<file path="src/rtl/i2s_frame_capture.sv">
// I2S frame capture: pairs the left/right samples of each I2S frame on the
// falling edge of word-select and queues them in a show-ahead FIFO of stereo
// frames. Optional drop statistics are enabled by defining I2S_CAPTURE_STATS_EN;
// without it drop_count is tied to zero.
module i2s_frame_capture #(
  parameter int unsigned DEPTH = 8,
  parameter int unsigned WIDTH = 16
) (
  input  logic                    sclk,
  input  logic                    rst,
  input  logic                    lrclk,
  input  logic [WIDTH-1:0]        left_chan,
  input  logic [WIDTH-1:0]        right_chan,
  output logic                    frame_valid,
  input  logic                    frame_ready,
  output logic [WIDTH-1:0]        frame_left,
  output logic [WIDTH-1:0]        frame_right,
  output logic [$clog2(DEPTH):0]  fifo_count,
  output logic                    overflow,
  input  logic                    overflow_clr,
  output logic [15:0]             drop_count
);

  localparam int unsigned AW = $clog2(DEPTH);
  localparam int unsigned CW = AW + 1;
  localparam int unsigned FW = 2 * WIDTH;
  localparam logic [CW-1:0] CountFull = CW'(DEPTH);

  typedef enum logic [0:0] {
    StSync,
    StRun
  } state_e;

  // Word-select edge detection
  logic lrclk_q;
  logic ws_rise;
  logic ws_fall;

  // Capture FSM
  state_e state_q, state_d;

  // FIFO state
  logic [FW-1:0] mem_q [DEPTH];
  logic [AW-1:0] wr_ptr_q, wr_ptr_d;
  logic [AW-1:0] rd_ptr_q, rd_ptr_d;
  logic [CW-1:0] count_q, count_d;
  logic [FW-1:0] head_q, head_d;

  // Handshake / control
  logic [FW-1:0] frame_in;
  logic          push;
  logic          pop;
  logic          full;
  logic          wr_en;
  logic          drop;

  logic overflow_q, overflow_d;

  assign ws_rise  = ~lrclk_q & lrclk;
  assign ws_fall  = lrclk_q & ~lrclk;
  assign frame_in = {left_chan, right_chan};

  assign full  = (count_q == CountFull);
  assign push  = (state_q == StRun) & ws_fall;
  assign pop   = frame_valid & frame_ready;
  // Full FIFO still accepts a push when the head leaves in the same cycle.
  assign wr_en = push & (~full | pop);
  assign drop  = push & full & ~pop;

  // Word-select history for edge detection
  always_ff @(posedge sclk) begin
    if (rst) begin
      lrclk_q <= 1'b0;
    end else begin
      lrclk_q <= lrclk;
    end
  end

  // FSM state register
  always_ff @(posedge sclk) begin
    if (rst) begin
      state_q <= StSync;
    end else begin
      state_q <= state_d;
    end
  end

  // FSM next state: leave SYNC on the first word-select rise
  always_comb begin
    state_d = state_q;
    unique case (state_q)
      StSync: begin
        if (ws_rise) begin
          state_d = StRun;
        end
      end
      StRun: begin
        state_d = StRun;
      end
      default: begin
        state_d = StSync;
      end
    endcase
  end

  // FIFO pointer and occupancy update
  always_comb begin
    wr_ptr_d = wr_ptr_q;
    rd_ptr_d = rd_ptr_q;
    count_d  = count_q;
    if (wr_en) begin
      wr_ptr_d = wr_ptr_q + 1'b1;
    end
    if (pop) begin
      rd_ptr_d = rd_ptr_q + 1'b1;
    end
    unique case ({wr_en, pop})
      2'b10:   count_d = count_q + 1'b1;
      2'b01:   count_d = count_q - 1'b1;
      default: count_d = count_q;
    endcase
  end

  // Next head frame; forward the incoming frame when it lands in the head slot
  always_comb begin
    head_d = head_q;
    if (count_d != '0) begin
      if (wr_en && (rd_ptr_d == wr_ptr_q)) begin
        head_d = frame_in;
      end else begin
        head_d = mem_q[rd_ptr_d];
      end
    end
  end

  // FIFO storage; contents need no reset since occupancy gates their use
  always_ff @(posedge sclk) begin
    if (wr_en && !rst) begin
      mem_q[wr_ptr_q] <= frame_in;
    end
  end

  // FIFO control registers and registered head
  always_ff @(posedge sclk) begin
    if (rst) begin
      wr_ptr_q <= '0;
      rd_ptr_q <= '0;
      count_q  <= '0;
      head_q   <= '0;
    end else begin
      wr_ptr_q <= wr_ptr_d;
      rd_ptr_q <= rd_ptr_d;
      count_q  <= count_d;
      head_q   <= head_d;
    end
  end

  // Sticky overflow; a drop in the clear cycle wins
  always_comb begin
    overflow_d = overflow_q;
    if (overflow_clr) begin
      overflow_d = 1'b0;
    end
    if (drop) begin
      overflow_d = 1'b1;
    end
  end

  // Overflow flag register
  always_ff @(posedge sclk) begin
    if (rst) begin
      overflow_q <= 1'b0;
    end else begin
      overflow_q <= overflow_d;
    end
  end

`ifdef I2S_CAPTURE_STATS_EN
  logic [15:0] drop_cnt_q, drop_cnt_d;

  // Saturating drop counter; clear restarts the count from this cycle's drop
  always_comb begin
    drop_cnt_d = drop_cnt_q;
    if (overflow_clr) begin
      drop_cnt_d = drop ? 16'd1 : 16'd0;
    end else if (drop && (drop_cnt_q != 16'hFFFF)) begin
      drop_cnt_d = drop_cnt_q + 16'd1;
    end
  end

  // Drop counter register
  always_ff @(posedge sclk) begin
    if (rst) begin
      drop_cnt_q <= 16'd0;
    end else begin
      drop_cnt_q <= drop_cnt_d;
    end
  end

  assign drop_count = drop_cnt_q;
`else
  assign drop_count = 16'd0;
`endif

  assign frame_valid = (count_q != '0);
  assign frame_left  = head_q[FW-1:WIDTH];
  assign frame_right = head_q[WIDTH-1:0];
  assign fifo_count  = count_q;
  assign overflow    = overflow_q;

endmodule

</file>
<file path="config.mk">
export PLATFORM = sky130hd
export DESIGN_NAME = i2s_frame_capture
export DESIGN_NICKNAME = d
export VERILOG_FILES = /design/src/rtl/i2s_frame_capture.sv
export SDC_FILE = /design/constraint.sdc
export NUM_CORES = 1
export LEC_CHECK = 0
export CORE_ASPECT_RATIO = 0.7
export CORE_MARGIN = 2
export CORE_UTILIZATION = 53
export DETAILED_ROUTE_END_ITERATION = 10
export PLACE_DENSITY = 0.87
export SKIP_LAST_GASP = 1
export SLEW_MARGIN = 20
export SYNTH_ARGS = -nofsm -noshare
export SYNTH_HDL_FRONTEND = slang
export SYNTH_SLANG_ARGS = --single-unit
</file>
<file path="constraint.sdc">
create_clock -name sclk -period 5.6 [get_ports sclk]
set_input_delay 1.12 -clock sclk [delete_from_list [all_inputs] [get_ports sclk]]
set_output_delay 1.12 -clock sclk [all_outputs]
set_load 0.03 [all_outputs]
</file>
# Yosys cells after proc, flatten, opt, wreduce, memory -nomap -nowiden
# Memories as Yosys holds them, arrays and structs flattened. A register that Yosys moved wholly into a read port is not among the register bits.
# Cells that the tools add are included.
word_totals:
  register_bits: 13
  ramBits: 256
  in_bits: 37
  output_inout_bits: 54
  mem_count: 1
mem_list:
  columns: ["memory", "depth", "word_bits", "read_ports", "rd_ports_with_merged_regs", "write_ports", "line", "rtl"]
  rows:
  - ["mem_q", 8, 32, 1, 1, 1, "43", "logic [FW-1:0] mem_q [DEPTH];"]
op_classes:
  add_sub_neg: 4
  eq_ne: 3
  mux: 8
  bitwise: 13
  n_reduce_logical: 5
op_table:
  columns: ["operator", "n"]
  rows:
  - ["$pmux W4 S2", 1]
  - ["$reduce_bool A4 Y1", 2]
  - ["$and A1 B1 Y1", 7]
  - ["$add A3 B1 Y3 const B", 2]
  - ["$mux W1", 5]
  - ["$not A1 Y1", 5]
  - ["$add A4 B1 Y4 const B", 1]
  - ["$eq A4 B4 Y1 const B", 1]
  - ["$sub A4 B1 Y4 const B", 1]
  - ["$mux W3", 1]
  - ["$eq A2 B1 Y1 const B", 1]
  - ["$eq A2 B2 Y1 const B", 1]
  - ["$pmux W1 S2", 1]
  - ["$reduce_bool A2 Y1", 1]
  - ["$logic_and A1 B1 Y1", 1]
  - ["$logic_not A1 Y1", 1]
  - ["$or A1 B1 Y1", 1]

# Depth between registers and ports, before layout
# Gate-level depths: netlist of the first run.
logic_depth:
  word_depth: 7
  ltp_mapped: 13
  depth_no_buf: 10

# Worst setup path after synthesis of the first run
# OpenSTA, ideal clock, no wires.
synth_path:
  path_kind: "in2reg"
  from: "in lrclk"
  to: "mem mem_q[0][0] (netlist bit) (enable)"
  arrival_ns: 4.999
  slack_ns: 0.099
  stages: 4
  path_buffers: 0
  cell_sequence: "nand3b_1 > a21oi_1 > nand2b_1 > nor4_1"
synth_via:
  elab_chain_cells: 7
synth_rtl:
  columns: ["element", "line", "rtl"]
  rows:
  - ["start, declared", "11", "input logic lrclk,"]
  - ["$not A1 Y1", "60", "assign ws_fall = lrclk_q & ~lrclk;"]
  - ["$and A1 B1 Y1", "60", null]
  - ["$and A1 B1 Y1", "64", "assign push = (state_q == StRun) & ws_fall;"]
  - ["$and A1 B1 Y1", "67", "assign wr_en = push & (~full | pop);"]
  - ["$logic_and A1 B1 Y1", "138", "if (wr_en && !rst) begin"]
  - ["$mux W1", "138", null]
  - ["$mux W1 (not written as such)", "139", "mem_q[wr_ptr_q] <= frame_in;"]
  - ["end, declared", "43", null]
# Every way passes these cells.

# Final worst setup path of the first run
layout_path:
  from: "in lrclk"
  to: "reg head_q[15] (read register of mem_q)"
layout_via:
  elab_chain_cells: 7
  word_cells_on_any_way: 8
  classes_between: "eq/ne (2); mux (1); bitwise (4); reduce/logical (1)"
layout_rtl:
  columns: ["element", "line", "rtl"]
  rows:
  - ["$not A1 Y1 *", "60", null]
  - ["$and A1 B1 Y1 *", "60", null]
  - ["$and A1 B1 Y1 *", "64", null]
  - ["$and A1 B1 Y1 *", "67", null]
  - ["$eq A2 B1 Y1 / $eq A2 B2 Y1 (equally long branches)", "117", "unique case ({wr_en, pop})"]
  - ["$pmux W4 S2 *", "117", null]
  - ["$reduce_bool A4 Y1 *", "127", "if (count_d != '0) begin"]
  - ["end, declared", "47", "logic [FW-1:0] head_q, head_d;"]
# Every way passes the cells marked *; elsewhere a longest branch is shown, timed or not.
# A chain may end at the register's enable or synchronous reset.

==> results of run 1 <==
==> power by group through the flow <==
stage	combinational (mW)	sequential, mW	clock (mW)
2_1_floorplan	1.97	2.70	0
4_1_cts	2.85	2.62	2.06
6_report	2.92	2.62	2.05
5_1_grt	3.12	2.63	2.16
3_3_place_gp	2.71	2.67	0
3_5_place_dp	2.81	2.67	0
==> cell usage after synthesis (4+ instances only) <==
cell type	instances
edfxtp_1	256
buf_4	16
nor3b_1	30
a211o_1	30
o221ai_1	120
and3_1	30
mux4_2	6
buf_1	15
o21ai_0	62
a21oi_1	8
nor2_1	50
mux2_2	5
a32o_1	30
nor3_1	161
nand2b_1	6
dfxtp_1	45
inv_1	10
buf_2	14
xnor2_1	4
o22ai_1	63
clkbuf_1	77
nand2_1	12
==> cells in the final DEF (no fill, tap or decap), drive strengths merged, types with 3 or more instances in the layout <==
| cell | Yosys | layout |
|---|---|---|
| nand2b | 6 | 6 |
| clkdlybuf4s50 | 0 | 73 |
| a211o | 30 | 30 |
| o221ai | 120 | 120 |
| xor2 | 3 | 3 |
| o22ai | 63 | 63 |
| xnor2 | 4 | 4 |
| a32o | 30 | 30 |
| nand2 | 12 | 12 |
| bufinv | 0 | 6 |
| nand3 | 3 | 3 |
| dfxtp | 45 | 45 |
| ha | 3 | 3 |
| o21ai | 62 | 62 |
| clkinvlp | 0 | 3 |
| inv | 10 | 10 |
| nor3b | 30 | 30 |
| edfxtp | 256 | 256 |
| mux4 | 6 | 6 |
| conb | 1 | 16 |
| mux2 | 5 | 5 |
| a21oi | 8 | 8 |
| and3 | 30 | 30 |
| clkinv | 1 | 13 |
| buf | 48 | 28 |
| clkbuf | 79 | 31 |
| nor2 | 50 | 50 |
| nor3 | 161 | 161 |
==> final cells by class <==
| cell class | count | area [µm²] |
|---|---|---|
| clock buffer | 31 | 712 |
| multi-input combinational | 670 | 4590 |
| inverter | 11 | 41.3 |
| tap | 331 | 414 |
| sequential | 301 | 8590 |
| clock inverter | 21 | 273 |
| antenna | 1 | 2.50 |
| timing repair buffer | 101 | 1000 |
| fill | 1866 | 9880 |
==> registers in the layout, indices dropped and copies added (netlist names) <==
signal	flops
state_q	1
lrclk_q	1
overflow	1
rd_ptr_q	3
wr_ptr_q	3
mem_q	256
head_q	32
fifo_count	4
==> worst max-delay path: stages <==
cell and delay (ps):
clkdlybuf4s50_1 500, and3b_1 220, nor2_1 290, xor2_1 130, ha_1 230, or4_1 550, nand3_1 170, o2111ai_4 390
and3b_4 530, a211o_1 340
==> layer usage <==
layer,vias up,track usage [%],part of all wire [%]
met5,-,0,0.027
met4,2,10.0,2.9
met3,106,5.90,12
met2,812,42.4,46
met1,5045,38.3,39
li1,4495,-,-
==> cell families (layout without fill, tap and decap cells) <==
logic type,after synthesis,after routing
muxes,12,12
and+or+nand+nor,304,304
adders and majority gates,3,3
buffers and inverters,138,164
AOI/OAI and AO/OA,328,328
other,1,17
xor gates and xnor gates,7,7
DFF,301,301
==> per-stage QoR <==
| step | hold slack, ps | cells | instance area (µm²) | setup WS [ps] |
|---|---|---|---|---|
| finish | 493 | 1467 | 15600 | 1550 |
| global route | 523 | 1467 | 15600 | 1390 |
| floorplan | 452 | 1109 | 13700 | 99.3 |
| CTS | 496 | 1466 | 15600 | 1620 |
| global placement | 464 | 1414 | 14600 | 1180 |
| detailed placement | 481 | 1414 | 14600 | 1080 |
==> path summary, 6_finish.rpt <==
| kind | start | to | cells after the start |
|---|---|---|---|
| setup / recovery | lrclk | head_q[15] | 10 |
| hold / removal | overflow | overflow | 2 |
| setup reg to reg | fifo_count[2] | head_q[11] | 8 |
| hold reg to reg | overflow | overflow | 2 |
==> results.sh, run 1 <==
export IMPL_status="complete, no violations"
export IMPL_synth_fa_ha_area_share_pct=0.275
export IMPL_end_kind="register"
export IMPL_core_rowCount=49
export IMPL_dp_hpwl_um=20400
export IMPL_clk_transition_reported_paths_ps=70
export IMPL_max_freq_mhz=247
export IMPL_synth_simple_area_share_pct=11.6
export IMPL_ys_warn_count=0
export IMPL_grt_overflow_total=0
export IMPL_crit_path_max_fanout=30
export IMPL_post_cts_setup_buffers=0
export IMPL_die_y_um=138
export IMPL_pin_count=91
export IMPL_synth_edf_count=256
export IMPL_grt_pass1_vias=10200
export IMPL_maxCapViolCount=0
export IMPL_cts_buffers=28
export IMPL_required_ps=6050
export IMPL_switching_power_mw=2.90
export IMPL_p_seq_share_pct=34.6
export IMPL_min_period_ps=4050
export IMPL_finalHoldViolations=0
export IMPL_powerDensity_nw_per_um2=485
export IMPL_start_util_pct=53.5
export IMPL_cts_root_buf="clkbuf_16"
export IMPL_power_mw=7.58
export IMPL_wl_per_cell_um=25.6
export IMPL_synth_area_leader_cell="edfxtp_1"
export IMPL_p_leak_nw=5.11
export IMPL_ys_seq_area_share_pct=62.9
export IMPL_synth_xor_area_share_pct=0.449
export IMPL_relSlewSlack_pct=27.3
export IMPL_clock_sinks=301
export IMPL_drc_errors=0
export IMPL_hold_path_class="reg -> reg"
export IMPL_final_max_slew_viol_count=0
export IMPL_rsz0062_at_grt="false"
export IMPL_first_pass_iters=5
export IMPL_dieArea_um2=27100
export IMPL_startpoint_type="primary input"
export IMPL_drt_iter0_markers=1512
export IMPL_synth_top_family_by_area="compound AO/OA/AOI/OAI gates"
export IMPL_syn_inst=1094
export IMPL_switching_share_pct=38.2
export IMPL_timing_reg2reg_setup_slack_ps=1960
export IMPL_gp_congestion=0.797
export IMPL_drive_above_1_share_pct=9.34
export IMPL_cp_arrival_ps=4510
export IMPL_via_per_inst=7.13
export IMPL_synth_mux_area_share_pct=1.57
export IMPL_fin_util_pct=61.3
export IMPL_crit_type="in -> reg"
export IMPL_async_flop_share_pct=0
export IMPL_portBuffers=74
export IMPL_internal_power_mw=4.69
export IMPL_layout_nets=1153
export IMPL_ir_worst_vdd_mv=0.319
export IMPL_cts_tree="done"
export IMPL_final_antenna_net_count=0
export IMPL_syn2layout_area_growth_pct=14.4
export IMPL_synth_top_cell_area_share_pct=56.3
export IMPL_grt_pass1_wl_um=58000
export IMPL_avgSynthCellArea_um2=12.5
export IMPL_synth_flop_cell="edfxtp_1"
export IMPL_cts_max_path_buffers=3
export IMPL_cts_htree_levels=1
export IMPL_die_width_um=196
export IMPL_clock_skew_ps=7.96
export IMPL_grt_start_max_net_pins=95
export IMPL_synth_cell_types=52
export IMPL_combPwrFrac_pct=38.4
export IMPL_core_area_um2=25500
export IMPL_cts_resized=0
export IMPL_hold_buffers=0
export IMPL_grt_total_usage_pct=27.3
export IMPL_antenna_found_initial=2
export IMPL_drt_wl_total_um=37600
export IMPL_synth_area_leaders="edfxtp_1 56%, o221ai_1 7.7%, dfxtp_1 6.6%"
export IMPL_synth_compound_area_share_pct=18.6
export IMPL_setup_violations=0
export IMPL_ys_seq_elements=301
export IMPL_tightest_slew_ps=1090
export IMPL_dr_total_vias=10500
export IMPL_fin_crit_sh_pct=72.4
export IMPL_clock_latency_ps=570
export IMPL_syn_area_um2=13700
export IMPL_p_clk_share_pct=27.0
export IMPL_fin_tns_setup_ps=0
No activity file was read; power rests on OpenSTA's default activity.
==> run 2, diff against run 1 <==
clock period = 3.32 ns   (was 5.6 ns; I/O delays follow)
==> run 2 against run 1 <==
Power increased by 67%; clock power up 49%; sequential power increased by 66%; non-clock buffer count is 23 higher; setup slack worse by 1300 ps; cell count increased by 1.4%; clock skew is 4.9 ps higher; hold slack gained 6.9 ps; largest power group unchanged.
==> results.sh, run 2 (synthesis gave the netlist of run 1 again) <==
export IMPL_maxCapViolCount=0
export IMPL_antenna_found_initial=0
export IMPL_top_register="mem_q"
export IMPL_ir_worst_vdd_mv=0.567
export IMPL_grt_total_usage_pct=26.4
export IMPL_drt_iter0_markers=1449
export IMPL_clk_transition_reported_paths_ps=60
export IMPL_max_freq_mhz=328
export IMPL_cts_root_buf="clkbuf_16"
export IMPL_diodes=0
export IMPL_die_width_um=196
export IMPL_fin_tns_setup_ps=0
export IMPL_grt_overflow_total=0
export IMPL_layout_nets=1175
export IMPL_clock_sinks=301
export IMPL_core_rowCount=49
export IMPL_final_max_slew_viol_count=0
export IMPL_post_cts_setup_buffers=0
export IMPL_finalHoldViolations=0
export IMPL_startpoint_type="register"
export IMPL_end_kind="register"
export IMPL_drc_errors=0
export IMPL_drt_wl_total_um=36200
export IMPL_tightest_slew_ps=666
export IMPL_cts_buffers=27
export IMPL_cp_arrival_ps=3470
export IMPL_required_ps=3750
export IMPL_wl_per_cell_um=24.3
export IMPL_clock_skew_ps=12.8
export IMPL_crit_type="reg -> reg"
export IMPL_register_area_um2=8590
export IMPL_hold_buffers=0
export IMPL_min_period_ps=3050
export IMPL_grt_pass1_wl_um=56200
export IMPL_cts_tree="done"
export IMPL_status="complete, no violations"
export IMPL_die_y_um=138
export IMPL_hold_path_class="reg -> reg"
export IMPL_power_mw=12.7
export IMPL_finalWorstSetupSlack_ps=275
export IMPL_fin_crit_sh_pct=91.7
export IMPL_final_common_cell="edfxtp_1"
export IMPL_cts_max_path_buffers=3
export IMPL_grt_start_max_net_pins=123
export IMPL_largest_reg_flops=256
export IMPL_powerDensity_nw_per_um2=798
export IMPL_num_fill_cells=1855
export IMPL_final_area_um2=15900
export IMPL_finalNonFillerCells=1487
export IMPL_p_leak_nw=5.21
export IMPL_dpl_worst_slack_ps=-244
export IMPL_via_per_inst=7.06
export IMPL_grt_pass1_vias=10200
export IMPL_gp_congestion=0.815
export IMPL_final_antenna_net_count=0
export IMPL_relSlewSlack_pct=55.6
export IMPL_dpl_cell_area_um2=15000
export IMPL_core_area_um2=25500
export IMPL_dieArea_um2=27100
export IMPL_start_util_pct=53.5
export IMPL_cts_resized=0
export IMPL_clock_latency_ps=550
export IMPL_use_met2_pct=42.0
export IMPL_dp_cells=1437
export IMPL_pin_count=91
export IMPL_met1_usage_pct=37.9
export IMPL_dr_total_vias=10500
export IMPL_grt_util_met3_pct=4.10
export IMPL_setup_violations=0
export IMPL_most_common_layout_cells="256 x edfxtp_1, 157 x nor3_1, 120 x o221ai_1"
export IMPL_syn2layout_area_growth_pct=16.1
export IMPL_first_pass_iters=5
export IMPL_crit_path_max_fanout=28
export IMPL_dp_hpwl_um=19900
export IMPL_rsz0062_at_grt="false"
export IMPL_cts_htree_levels=1
export IMPL_multiInputGateArea_um2=4610
export IMPL_top_usage_layer="met2"
export IMPL_drive_above_1_share_pct=10.6
export IMPL_portBuffers=74
==> run 2: cell count changes in the layout (fill, tap and decap cells not counted), moves of 2 or more <==
cell        before  now
bufinv_16        6    2
clkbuf_8         0    2
buf_12           5   19
clkinvlp_4       3    1
buf_4           22   31
clkinv_1         5    3
clkbuf_1         3    9
==> run 2: layer usage <==
metal / vias up / part of all wire (%)
met5: - / 0
met4: 0 / 2.3
met3: 85 / 12
met2: 758 / 47
met1: 5129 / 39
li1: 4531 / -
==> run 2: worst paths after layout <==
kind / startpoint / cells past startpoint / end / slack (ps)
worst max register to register: fifo_count[2] / 10 / head_q[5] / 270
worst min-delay path: state_q / 2 / state_q / 500
worst max-delay path: fifo_count[2] / 10 / head_q[5] / 270
worst min register to register: state_q / 2 / state_q / 500
==> run 2: final cells by class <==
type | instances | area share (%)
clock inverter | 12 | 0.742
tap | 331 | 2.61
inverter | 11 | 0.260
timing repair buffer | 124 | 8.51
sequential | 301 | 54.2
clock buffer | 38 | 4.65
multi-input combinational | 670 | 29.1
==> run 2: worst max-delay path, stage by stage (launching register included) <==
cell and delay [ps]:
dfxtp_1 400, o41ai_4 410, nor2_1 120, xor2_1 160, ha_1 210, or4_1 530, nand3_1 180, o2111ai_4 200
buf_4 280, and3_1 200, a211o_1 220
==> run 2: where the power goes <==
part	internal, mW	switching, mW	total [mW]	leakage, nW
Combinational	1.91	3.35	5.26	2.12
Sequential	4.23	0.113	4.34	2.67
Clock	1.71	1.34	3.05	0.417
Total	7.85	4.81	12.7	5.21
==> run 2: through the flow <==
stage	util (%)	hold slack [ps]
2_1_floorplan	-	452
3_3_place_gp	58.8	467
3_5_place_dp	58.8	486
4_1_cts	62.2	502
5_1_grt	62.2	530
6_report	62.2	500
